**config.mk**
```make
export PLATFORM = sky130hd
export DESIGN_NAME = dice_rules_multi
export DESIGN_NICKNAME = d
export VERILOG_FILES = /design/src/rtl/dice_rules_multi.sv
export SDC_FILE = /design/constraint.sdc
export NUM_CORES = 1
export LEC_CHECK = 0
export ABC_AREA = 1
export ABC_CLOCK_PERIOD_IN_PS = 1600
export BUFFER_PORTS_ARGS = -buffer_cell sky130_fd_sc_hd__buf_2
export CAP_MARGIN = 20
export CORE_MARGIN = 2
export CORE_UTILIZATION = 45
export CTS_CLUSTER_SIZE = 14
export DETAILED_ROUTE_END_ITERATION = 10
export HOLD_SLACK_MARGIN = 0.02
export PLACE_DENSITY = 0.69
export SYNTH_ARGS = -nofsm -noshare
export SYNTH_HDL_FRONTEND = slang
export SYNTH_SLANG_ARGS = --single-unit
```
**constraint.sdc**
```tcl
create_clock -name clk -period 1.6 [get_ports clk]
set_clock_uncertainty 0.2 [all_clocks]
set_input_delay 0 -clock clk [delete_from_list [all_inputs] [get_ports clk]]
set_output_delay 0 -clock clk [all_outputs]
set_load 0.03 [all_outputs]
```
**src/rtl/dice_rules_multi.sv**
```systemverilog
// N-player shooter/point dice game sequencer sitting between the dice roller
// and the score/display logic; every output is driven from a register.
module dice_rules_multi #(
   parameter int N_PLAYERS  = 4,
   parameter int NUM_W      = 5,
   parameter int WIN_A      = 5,
   parameter int WIN_B      = 11,
   parameter int MIN_SUM    = 2,
   parameter int MAX_SUM    = 12,
   parameter int MAX_ROUNDS = 15,
   parameter int RND_W      = 4,
   parameter int ROTATE     = 0,
   localparam int PW        = (N_PLAYERS > 2) ? $clog2(N_PLAYERS) : 1
) (
   input  logic             clk,
   input  logic             rst,
   input  logic             start,
   input  logic             roll_valid,
   input  logic [NUM_W-1:0] roll_sum,
   output logic             roll_req,
   output logic [PW-1:0]    cur_player,
   output logic [NUM_W-1:0] point,
   output logic             winner_valid,
   output logic [PW-1:0]    winner,
   output logic             timeout,
   output logic             game_over,
   output logic [RND_W-1:0] round_cnt,
   output logic             bad_roll,
   output logic             rng_en
);

   typedef enum logic [2:0] {
      ST_IDLE  = 3'd0,
      ST_SHOOT = 3'd1,
      ST_GAP   = 3'd2,
      ST_OTHER = 3'd3,
      ST_DONE  = 3'd4
   } state_t;

   state_t           state_r, state_s;
   logic [PW-1:0]    shooter_r, shooter_s, cur_player_r, cur_player_s;
   logic [PW-1:0]    winner_r, winner_s, rot_shooter_s;
   logic [NUM_W-1:0] point_r, point_s;
   logic [RND_W-1:0] round_cnt_r, round_cnt_s, rnd_inc_s;
   logic             winner_valid_r, winner_valid_s, timeout_r, timeout_s;
   logic             bad_roll_r, bad_roll_s;
   logic             roll_req_r, roll_req_s, game_over_r, game_over_s, rng_en_r, rng_en_s;
   logic             in_range_s, natural_s, limit_hit_s;

   function automatic logic [PW-1:0] next_player(input logic [PW-1:0] p);
      logic [PW-1:0] n;
      if (p == PW'(N_PLAYERS - 1)) n = {PW{1'b0}};
      else                         n = p + PW'(1);
      return n;
   endfunction

   assign in_range_s    = (roll_sum >= NUM_W'(MIN_SUM)) && (roll_sum <= NUM_W'(MAX_SUM));
   assign natural_s     = (roll_sum == NUM_W'(WIN_A)) || (roll_sum == NUM_W'(WIN_B));
   assign rnd_inc_s     = (round_cnt_r == {RND_W{1'b1}}) ? round_cnt_r : round_cnt_r + RND_W'(1);
   assign limit_hit_s   = (MAX_ROUNDS != 0) && (int'(rnd_inc_s) == MAX_ROUNDS);
   assign rot_shooter_s = (ROTATE != 0) ? next_player(shooter_r) : shooter_r;

   // State and output registers; reset abandons any game in progress.
   always_ff @(posedge clk) begin
      if (rst) begin
         state_r        <= ST_IDLE;
         shooter_r      <= {PW{1'b0}};
         cur_player_r   <= {PW{1'b0}};
         point_r        <= {NUM_W{1'b0}};
         winner_r       <= {PW{1'b0}};
         winner_valid_r <= 1'b0;
         timeout_r      <= 1'b0;
         round_cnt_r    <= {RND_W{1'b0}};
         bad_roll_r     <= 1'b0;
         roll_req_r     <= 1'b0;
         game_over_r    <= 1'b0;
         rng_en_r       <= 1'b0;
      end else begin
         state_r        <= state_s;
         shooter_r      <= shooter_s;
         cur_player_r   <= cur_player_s;
         point_r        <= point_s;
         winner_r       <= winner_s;
         winner_valid_r <= winner_valid_s;
         timeout_r      <= timeout_s;
         round_cnt_r    <= round_cnt_s;
         bad_roll_r     <= bad_roll_s;
         roll_req_r     <= roll_req_s;
         game_over_r    <= game_over_s;
         rng_en_r       <= rng_en_s;
      end
   end

   // Next-state and game bookkeeping decided from the current roll.
   always_comb begin
      state_s        = state_r;
      shooter_s      = shooter_r;
      cur_player_s   = cur_player_r;
      point_s        = point_r;
      winner_s       = winner_r;
      winner_valid_s = winner_valid_r;
      timeout_s      = timeout_r;
      round_cnt_s    = round_cnt_r;
      bad_roll_s     = 1'b0;
      case (state_r)
         ST_IDLE, ST_DONE: begin
            if (start) begin
               state_s        = ST_SHOOT;
               shooter_s      = {PW{1'b0}};
               cur_player_s   = {PW{1'b0}};
               point_s        = {NUM_W{1'b0}};
               winner_s       = {PW{1'b0}};
               winner_valid_s = 1'b0;
               timeout_s      = 1'b0;
               round_cnt_s    = {RND_W{1'b0}};
            end else begin
               state_s = state_r;
            end
         end
         ST_SHOOT: begin
            if (roll_valid && in_range_s) begin
               if (natural_s) begin
                  state_s        = ST_DONE;
                  winner_s       = shooter_r;
                  winner_valid_s = 1'b1;
               end else begin
                  point_s      = roll_sum;
                  cur_player_s = next_player(shooter_r);
                  state_s      = ST_GAP;
               end
            end else begin
               bad_roll_s = roll_valid;
            end
         end
         ST_GAP: begin
            if (point_r != {NUM_W{1'b0}}) state_s = ST_OTHER;
            else                          state_s = ST_SHOOT;
         end
         ST_OTHER: begin
            if (roll_valid && in_range_s) begin
               if (roll_sum == point_r) begin
                  state_s        = ST_DONE;
                  winner_s       = shooter_r;
                  winner_valid_s = 1'b1;
               end else if (natural_s) begin
                  state_s        = ST_DONE;
                  winner_s       = cur_player_r;
                  winner_valid_s = 1'b1;
               end else if (next_player(cur_player_r) == shooter_r) begin
                  // everyone but the shooter has missed: close the round
                  round_cnt_s = rnd_inc_s;
                  point_s     = {NUM_W{1'b0}};
                  if (limit_hit_s) begin
                     state_s   = ST_DONE;
                     timeout_s = 1'b1;
                  end else begin
                     shooter_s    = rot_shooter_s;
                     cur_player_s = rot_shooter_s;
                     state_s      = ST_GAP;
                  end
               end else begin
                  cur_player_s = next_player(cur_player_r);
                  state_s      = ST_GAP;
               end
            end else begin
               bad_roll_s = roll_valid;
            end
         end
         default: begin
            state_s = ST_IDLE;
         end
      endcase
   end

   // Output decode of the upcoming state, captured by the register block.
   always_comb begin
      roll_req_s  = 1'b0;
      game_over_s = 1'b0;
      rng_en_s    = 1'b0;
      case (state_s)
         ST_SHOOT, ST_OTHER: roll_req_s = 1'b1;
         ST_DONE: begin
            game_over_s = 1'b1;
            rng_en_s    = 1'b1;
         end
         default: roll_req_s = 1'b0;
      endcase
   end

   assign roll_req     = roll_req_r;
   assign cur_player   = cur_player_r;
   assign point        = point_r;
   assign winner_valid = winner_valid_r;
   assign winner       = winner_r;
   assign timeout      = timeout_r;
   assign game_over    = game_over_r;
   assign round_cnt    = round_cnt_r;
   assign bad_roll     = bad_roll_r;
   assign rng_en       = rng_en_r;

endmodule

```
Word level (Yosys, flattened, before mapping)
Index checks and enable logic that the tools add are counted.
{ "op_classes": {"add_sub_neg": 2, "order_cmp": 2, "n_eq_ne": 24, "muxes": 59, "n_bitwise": 1, "n_reduce_logical": 18} }
{ "op_table": {"columns": ["op", "count"], "rows": [
  ["two-way mux 2 bit", 19],
  ["two-way mux 5 bit", 7],
  ["two-way mux 3 bit", 8],
  ["two-way mux 4 bit", 6],
  ["!= test 2 bit, second input constant", 9],
  ["AND reduction 8 bit", 2],
  ["case mux 5 bit (3 select lines)", 1],
  ["two-way mux 1 bit", 12],
  ["case mux 2 bit (3 select lines)", 2],
  ["case mux 3 bit (4 select lines)", 1],
  ["AND reduction 6 bit", 2],
  ["== test 3 x 2 -> 1 bit, second input constant", 3],
  ["case mux 4 bit (2 select lines)", 1],
  ["AND reduction 7 bit", 1],
  ["== test 3 x 1 -> 1 bit, second input constant", 2],
  ["== test 3 bit, second input constant", 2],
  ["!= test 3 bit, second input constant", 2],
  ["OR reduction 2 bit", 3],
  ["== test 5 x 3 -> 1 bit, second input constant", 1],
  ["== test 5 x 4 -> 1 bit, second input constant", 1],
  ["== test 5 bit", 1],
  ["greater-or-equal comparator 5 x 2 -> 1 bit, second input constant", 1],
  ["<= comparator 5 x 4 -> 1 bit, second input constant", 1],
  ["nonzero test 5 bit", 1],
  ["16 further kinds", 17]
]} }
{ "word_totals": {"register_bits": 21, "out_inout_bits": 19, "elab_cells": 116} }

Logic depth before layout (Yosys ltp)
Gate-level depths: netlist of the first run.
{ "depth": {"word_depth": 15, "depth_mapped": 13, "ltp_nobuf": 13} }

Least setup slack after synthesis of the first run
Ideal clock, no wire load.
{ "synth_path": {"kind": "reg2reg", "start": "register round_cnt_r[0] (netlist: round_cnt[0])", "end": "register cur_player_r[0] (netlist: cur_player[0])", "arrival_ns": 1.627, "setup_slack_ns": -0.340, "path_stages_with_launch": 11, "path_buffers": 0, "synth_period_minus_slack_ns": 1.940, "path_cell_list": "dfxtp_1 ha_1 nand3_1 nand2_1 nand3_1 nor2_1 nand3_1 nand2_1 nor2_1 nor2_1 nor2_1"} }
{ "synth_via": {"elab_chain_len": 5} }
{ "synth_lines": {"columns": ["item", "line_no", "source"], "rows": [
  ["start: declaration", "44", "logic [RND_W-1:0] round_cnt_r, round_cnt_s, rnd_inc_s;"],
  ["start signal: assignment", "73", "round_cnt_r <= {RND_W{1'b0}};"],
  ["start signal: assignment", "86", "round_cnt_r <= round_cnt_s;"],
  ["adder 4 x 1 -> 4 bit / == test 4 bit (equally long branches)", "59", "assign rnd_inc_s = (round_cnt_r == {RND_W{1'b1}}) ? round_cnt_r : round_cnt_r + RND_W'(1);"],
  ["two-way mux 4 bit *", "59", null],
  ["== test 4 x 1 -> 1 bit *", "60", "assign limit_hit_s = (MAX_ROUNDS != 0) && (int'(rnd_inc_s) == MAX_ROUNDS);"],
  ["!= test 3 bit (no source line) *", null, null],
  ["AND reduction 8 bit (no source line) *", null, null],
  ["end signal: assignment", "68", "cur_player_r <= {PW{1'b0}};"],
  ["end signal: assignment", "81", "cur_player_r <= cur_player_s;"],
  ["end: declaration", "41", "logic [PW-1:0] shooter_r, shooter_s, cur_player_r, cur_player_s;"]
]} }
Every way passes the cells marked *; elsewhere a longest branch is shown, timed or not.
A chain may end at the register's enable or synchronous reset.

Worst setup path in the final report of the first run
{ "layout_path": {"start": "register round_cnt_r[1] (netlist: round_cnt[1])", "end": "register cur_player_r[0] (netlist: cur_player[0])"} }
The elaborated chain is that of the path after synthesis.

==> summary.md, run 1 <==
| Metric | Value |
|---|---|
| Status | complete, but fails checks |
| Failing checks | setup timing |
| Fin. Hold Viols | 0 |
| Clk pin slew, worst setup/hold paths | 0.13 ns |
| # port buffers | 27 |
| Mapped Cells | 256 |
| Layout fillers | 297 |
| CTS tree | done |
| Area delta synth->final | 46.2% |
| Top-level port count | 28 |
| Pwr per Cell Area | 735 nW/µm² |
| Synth unique cells | 27 |
| RSZ-0062 raised after global routing | true |
| TritonCTS Buffers | 3 |
| Via/cell ratio | 4.85 |
| Setup ws final | -0.107 ns |
| Share of cells above drive strength 1 | 50.3% |
| Reg2reg end | cur_player[0] |
| Reg-to-reg startpoint | round_cnt[1] |
| DIE WIDTH | 63.4 µm |
| DP Worst Slack | -0.109 ns |
| Fin crit share | 107% |
| Max rail drop VDD | 0.542 mV |
| Vias | 1784 |
| Count leader, synth | nand2_1 |
| Worst-Margin Slew | 0.342 ns |
| Setup violations, final | 10 |
| Die Y | 63.4 µm |
| Flop-to-flop setup slack | -0.11 ns |
| Total core area | 3360 µm² |
| Mapped Nets | 268 |
| Hpwl dp | 3.19 mm |
| Clock Tree Buf Depth | 2 |
| Critical Path Start Type | register |
| # rows | 21 |
| ANT nets after route | 0 |
| Slew margin rel. | 77.0% |
| Critical-path maximum fanout | 3 |
| Top post-synthesis cells by count | nand2_1, nor2_1, inv_1 |
| Critical path endpoint | cur_player[0] |
| Synthesis-stage register bit count | 21 |
| Post-synth top area share | 26.5% |
| Endpoint class of the critical path | register |
| Final Instance Area | 2320 µm² |
| Initial Utilization | 47.1% |
| DR pass1 iterations | 4 |
| WP data arrival | 1.77 ns |
| Die Area | 4010 µm² |
| CP Launch Point | round_cnt[1] |
| Largest net degree at the start of global routing | 13 |
| Vias in the first global route | 1620 |
| EDFF count, synth | 0 |
| DRC Markers | 0 |
| Grt total ovfl | 0 |
| Total clock sinks | 21 |
| Sequential fraction of the synthesis area | 26.5% |
| Main synth FF type | dfxtp_1 |
| Final Wtd Congestion | 0.968 |
| Initial antenna violation count | 0 |
| Worst hold-check path type | input port to register |
| Leak pwr | 1.15 nW |
| H-tree levels | 1 |
| Critical setup path kind | register to register |
| Nets | 335 |
| YS warnings | 0 |
| Final Max Tran Viols | 0 |
| Synth top area cells | dfxtp_1, nand2_1, nor2_1 |
| Total Neg Setup Slack | -0.515 ns |
| Maximum operating frequency | 0.586 GHz |
| Cell taking the most area after synthesis | dfxtp_1 |
| DP Area | 1990 µm² |
| Total GRT Usage | 21.4% |
| Initial DRC Count | 54 |
| Period minus WS final | 1.71 ns |
| Clk root buf | clkbuf_4 |
| Mapped Area | 1590 µm² |
| Syn Area/Cell | 6.19 µm² |
| Ant diodes | 0 |
| First-pass GRT wire length | 6.96 mm |
| Pwr Total | 0.00170 W |
| Worst-skew pair later-pin latency | 0.32 ns |
| Worst-case reg-to-reg path depth | 11 |
| Max cap viols | 0 |
| Final WL | 4.35 mm |
| Drt wl/cell | 11.8 µm |
| Post-synth ARST share | 0% |
| Crit path required time | 1.66 ns |
## state kept, by name, indices dropped and copies added, names as in the netlist
| register | flops |
|---|---|
| bad_roll | 1 |
| cur_player | 2 |
| point | 5 |
| rng_en | 1 |
| roll_req | 1 |
| round_cnt | 4 |
| state_r | 3 |
| timeout | 1 |
| winner | 2 |
| winner_valid | 1 |
## worst min path at each step
stage | from | end | cells past startpoint
floorplan | rst | point[4] | 1
global placement | roll_valid | bad_roll | 3
detailed placement | roll_valid | bad_roll | 3
CTS | roll_sum[0] | point[0] | 6
global route | roll_sum[0] | point[0] | 6
finish | roll_sum[0] | point[0] | 6
## cell type report
cell class              count  area (µm²)  area share, %
multi-input cells         195        1190           51.2
repair buffers             67         465           20.1
flip-flops and latches     21         448           19.3
inverters                  35         131           5.67
well taps                  46        57.6           2.48
clock buffers               3        22.5          0.972
clock inverters             1        5.00          0.216
## cells in the final DEF (no fill, tap or decap), types with 3 or more instances in the layout
cell | netlist | final
dfxtp_2 | 0 | 10
nor2_1 | 43 | 35
clkbuf_4 | 0 | 3
nor3_1 | 3 | 3
nor2_2 | 9 | 13
buf_6 | 0 | 4
a31oi_1 | 3 | 3
nand2_2 | 5 | 25
nand2_1 | 72 | 51
nand4_1 | 10 | 10
nand3_2 | 2 | 11
buf_2 | 2 | 27
a21oi_1 | 9 | 8
dlygate4sd3_1 | 0 | 6
nand3_1 | 20 | 10
dfxtp_1 | 21 | 7
inv_2 | 6 | 15
nor2_4 | 6 | 10
buf_4 | 2 | 30
dfxtp_4 | 0 | 4
inv_1 | 29 | 20
## layer usage
layer	global-route usage [%]	routed length (µm)	vias up	share of wire, %
met5	0	0	-	0
met4	7.07	57	0	1.3
met3	3.04	129	6	3.0
met2	37.4	2200	34	51
met1	26.9	1960	809	45
li1	-	-	935	-
## critical path: stages (launching register included)
cell,delay [ns]
dfxtp_4,0.39
buf_6,0.10
nand2_2,0.05
o21bai_1,0.22
nand3_2,0.12
nor2_4,0.13
nand3_2,0.09
nand2_2,0.10
inv_2,0.05
nand3_2,0.06
nand2_2,0.05
nor2_2,0.10
## power by group
| part | switching (W) | internal, W | total [W] |
|---|---|---|---|
| clock network | 0.000177 | 0.0000938 | 0.000271 |
| logic | 0.000479 | 0.000325 | 0.000805 |
| registers | 0.0000514 | 0.000577 | 0.000628 |
| total | 0.000708 | 0.000996 | 0.00170 |
## stage by stage
step / instances / hold WS, ns / utilization [%]
after global routing: 368 / 0.0652 / 68.9
after CTS: 364 / 0.0265 / 62.8
after detailed placement: 352 / 0.0734 / 59.3
after floorplan: 256 / -0.131 / -
after global placement: 352 / 0.0689 / 59.3
final: 368 / 0.0337 / 68.9
## kinds of logic (layout without fill, tap and decap cells)
logic type	Yosys count	count (layout)	synth area share, %
DFF	21	21	26.5
and+or+nand+nor	173	173	52.7
AOI/OAI and AO/OA	16	16	6.16
buffers and inverters	40	106	10.1
adders and majority gates	3	3	2.37
xor gates and xnor gates	3	3	2.13
## timing repair
item	4_1_cts	5_1_grt
buffers inserted	2	5
gates cloned	0	0
pin swaps	3	26
hold buffers	6	0
endpoints found under the setup margin	17	19
resized for setup	5	59
endpoints found under the hold margin	21	0
(Power assumes the default switching activity.)
==> run 2, diff against run 1 <==
--- a/config.mk
+++ b/config.mk
@@ -6,15 +6,15 @@
 export NUM_CORES = 1
 export LEC_CHECK = 0
 export ABC_AREA = 1
-export ABC_CLOCK_PERIOD_IN_PS = 1600
+export ABC_CLOCK_PERIOD_IN_PS = 2100
 export BUFFER_PORTS_ARGS = -buffer_cell sky130_fd_sc_hd__buf_2
 export CAP_MARGIN = 20
 export CORE_MARGIN = 2
-export CORE_UTILIZATION = 45
+export CORE_UTILIZATION = 35
+export CTS_CLUSTER_DIAMETER = 30
 export CTS_CLUSTER_SIZE = 14
 export DETAILED_ROUTE_END_ITERATION = 10
 export HOLD_SLACK_MARGIN = 0.02
-export PLACE_DENSITY = 0.69
 export SYNTH_ARGS = -nofsm -noshare
 export SYNTH_HDL_FRONTEND = slang
 export SYNTH_SLANG_ARGS = --single-unit
==> constraint.sdc (replaced) <==
create_clock -name clk -period 2.1 [get_ports clk]
set_clock_uncertainty 0.2 [all_clocks]
set_input_delay 0 -clock clk [delete_from_list [all_inputs] [get_ports clk]]
set_output_delay 0 -clock clk [all_outputs]
set_load 0.03 [all_outputs]
==> run 2 against run 1 <==
The run now ends clean. Cell count down 6.3%. Clock-buffer cell count unchanged. Worst hold slack worse by 0.011 ns. Highest routed layer unchanged.
==> summary.md, run 2 (synthesis gave the netlist of run 1 again) <==
| Metric | Value |
|---|---|
| Hpwl dp | 3.09 mm |
| WP data arrival | 1.95 ns |
| Total clock sinks | 21 |
| Crit path required time | 2.11 ns |
| Period minus WS final | 1.93 ns |
| H-tree levels | 1 |
| DIE WIDTH | 71.3 µm |
| ANT nets after route | 0 |
| Status | complete, no violations |
| Setup violations, final | 0 |
| Final Max Tran Viols | 0 |
| Pwr per Cell Area | 628 nW/µm² |
| Clk root buf | clkbuf_8 |
| RSZ-0062 raised after global routing | false |
| Largest net degree at the start of global routing | 13 |
| Vias | 1587 |
| Slew margin rel. | 80.7% |
| Critical Path Start Type | input port |
| Critical path's largest stage delay | 0.55 ns |
| Final WL | 3.86 mm |
| Worst hold-check path type | input port to register |
| # port buffers | 27 |
| Max cap viols | 0 |
| Max reg flops | 5 |
| Via/cell ratio | 4.60 |
| Final Wtd Congestion | 0.933 |
| Fin crit share | 92.0% |
| Critical-path maximum fanout | 8 |
| Worst-skew pair later-pin latency | 0.26 ns |
| Worst-Margin Slew | 0.287 ns |
| Max rail drop VDD | 0.490 mV |
| Total core area | 4350 µm² |
| Post-CTS Setup Inserts | 0 |
| Top-level port count | 28 |
| Clock Tree Buf Depth | 2 |
| Initial DRC Count | 51 |
| Nets | 306 |
| # rows | 24 |
| Initial antenna violation count | 0 |
| DRC Markers | 0 |
| First-pass GRT wire length | 6.80 mm |
| Area delta synth->final | 20.4% |
| CP cell instances | dlygate4sd3_1, buf_2, nand3_1, nor2_2, nor2_1, nand2_2, nand2_2, nor3_1, dlygate4sd3_1 |
| Most frequent cells in the layout | nand2_1, nor2_1, inv_1 |
| Maximum operating frequency | 0.518 GHz |
| Total Neg Setup Slack | 0 ns |
| Endpoint class of the critical path | register |
| Share of cells above drive strength 1 | 24.2% |
| Critical setup path kind | input port to register |
| TritonCTS Buffers | 3 |
| Ant diodes | 0 |
| Slowest-stage cell, CP | dlygate4sd3_1 |
| Hold_ws | 0.0227 ns |
| Initial Utilization | 36.4% |
| Die Y | 71.3 µm |
| CTS tree | done |
| Die Area | 5080 µm² |
| Leak pwr | 0.984 nW |
| Grt total ovfl | 0 |
| DR pass1 iterations | 4 |
| Fin. Hold Viols | 0 |
| Clk pin slew, worst setup/hold paths | 0.08 ns |
| Drt wl/cell | 11.2 µm |
| Total GRT Usage | 16.6% |
| Vias in the first global route | 1527 |
| Commonest non-fill, non-tap cell in the layout | nand2_1 |
==> run 2: cell types whose count changed in the layout (fill, tap and decap cells not counted), sizes merged <==
| cell | change |
|---|---|
| buf | -30 |
| dlygate4sd3 | +1 |
==> run 2: final cells by class <==
type,count,area (µm²)
Multi-Input combinational cell,195,1010
Clock buffer,3,41.3
Clock inverter,1,5.00
Inverter,35,131
Fill cell,467,2440
Timing Repair Buffer,38,235
Sequential cell,21,422
Tap cell,52,65.1
==> run 2: final timing paths <==
check	from	end	slack (ns)	cells after the start
max reg2reg	state_r[1]	round_cnt[0]	0.25	10
max	roll_sum[2]	bad_roll	0.17	9
min reg2reg	winner[1]	winner[1]	0.26	2
min	roll_sum[0]	point[0]	0.02	5
==> run 2: routing by layer <==
layer	vias up	share of wire, %	global-route usage [%]	wire [µm]
met5	-	0	0	0
met4	0	0.65	3.14	25
met3	2	3.6	3.52	140
met2	25	46	28.6	1780
met1	683	49	21.4	1910
li1	877	-	-	-
==> run 2: worst max-delay path: cells and delay by family <==
family,cells,cell delay (ns)
buffers and inverters,3,1.27
AND/OR/NAND/NOR,6,0.66
==> run 2: through the flow <==
step	instance area [µm²]	total power [W]	utilization (%)	instances	worst slack [ns]
finish	1910	0.00120	43.9	345	0.168
CTS	1900	0.00121	43.7	345	0.175
global route	1910	0.00130	43.9	345	0.0167
detailed placement	1790	0.000934	41.0	334	0.193
global placement	1790	0.000932	41.0	334	0.271
floorplan	1590	0.000827	-	256	0.160
==> run 2: power breakdown <==
group          internal (W)  switching, W
clock              0.000132      0.000134
sequential         0.000432     0.0000397
combinational      0.000161      0.000301
total              0.000726      0.000474
==> run 2: repair_timing <==
| item | 4_1_cts | 5_1_grt |
|---|---|---|
| resized for setup | 0 | 3 |
| hold endpoints to repair | 16 | 0 |
| endpoints found under the setup margin | 0 | 6 |
| hold buffers | 7 | 0 |
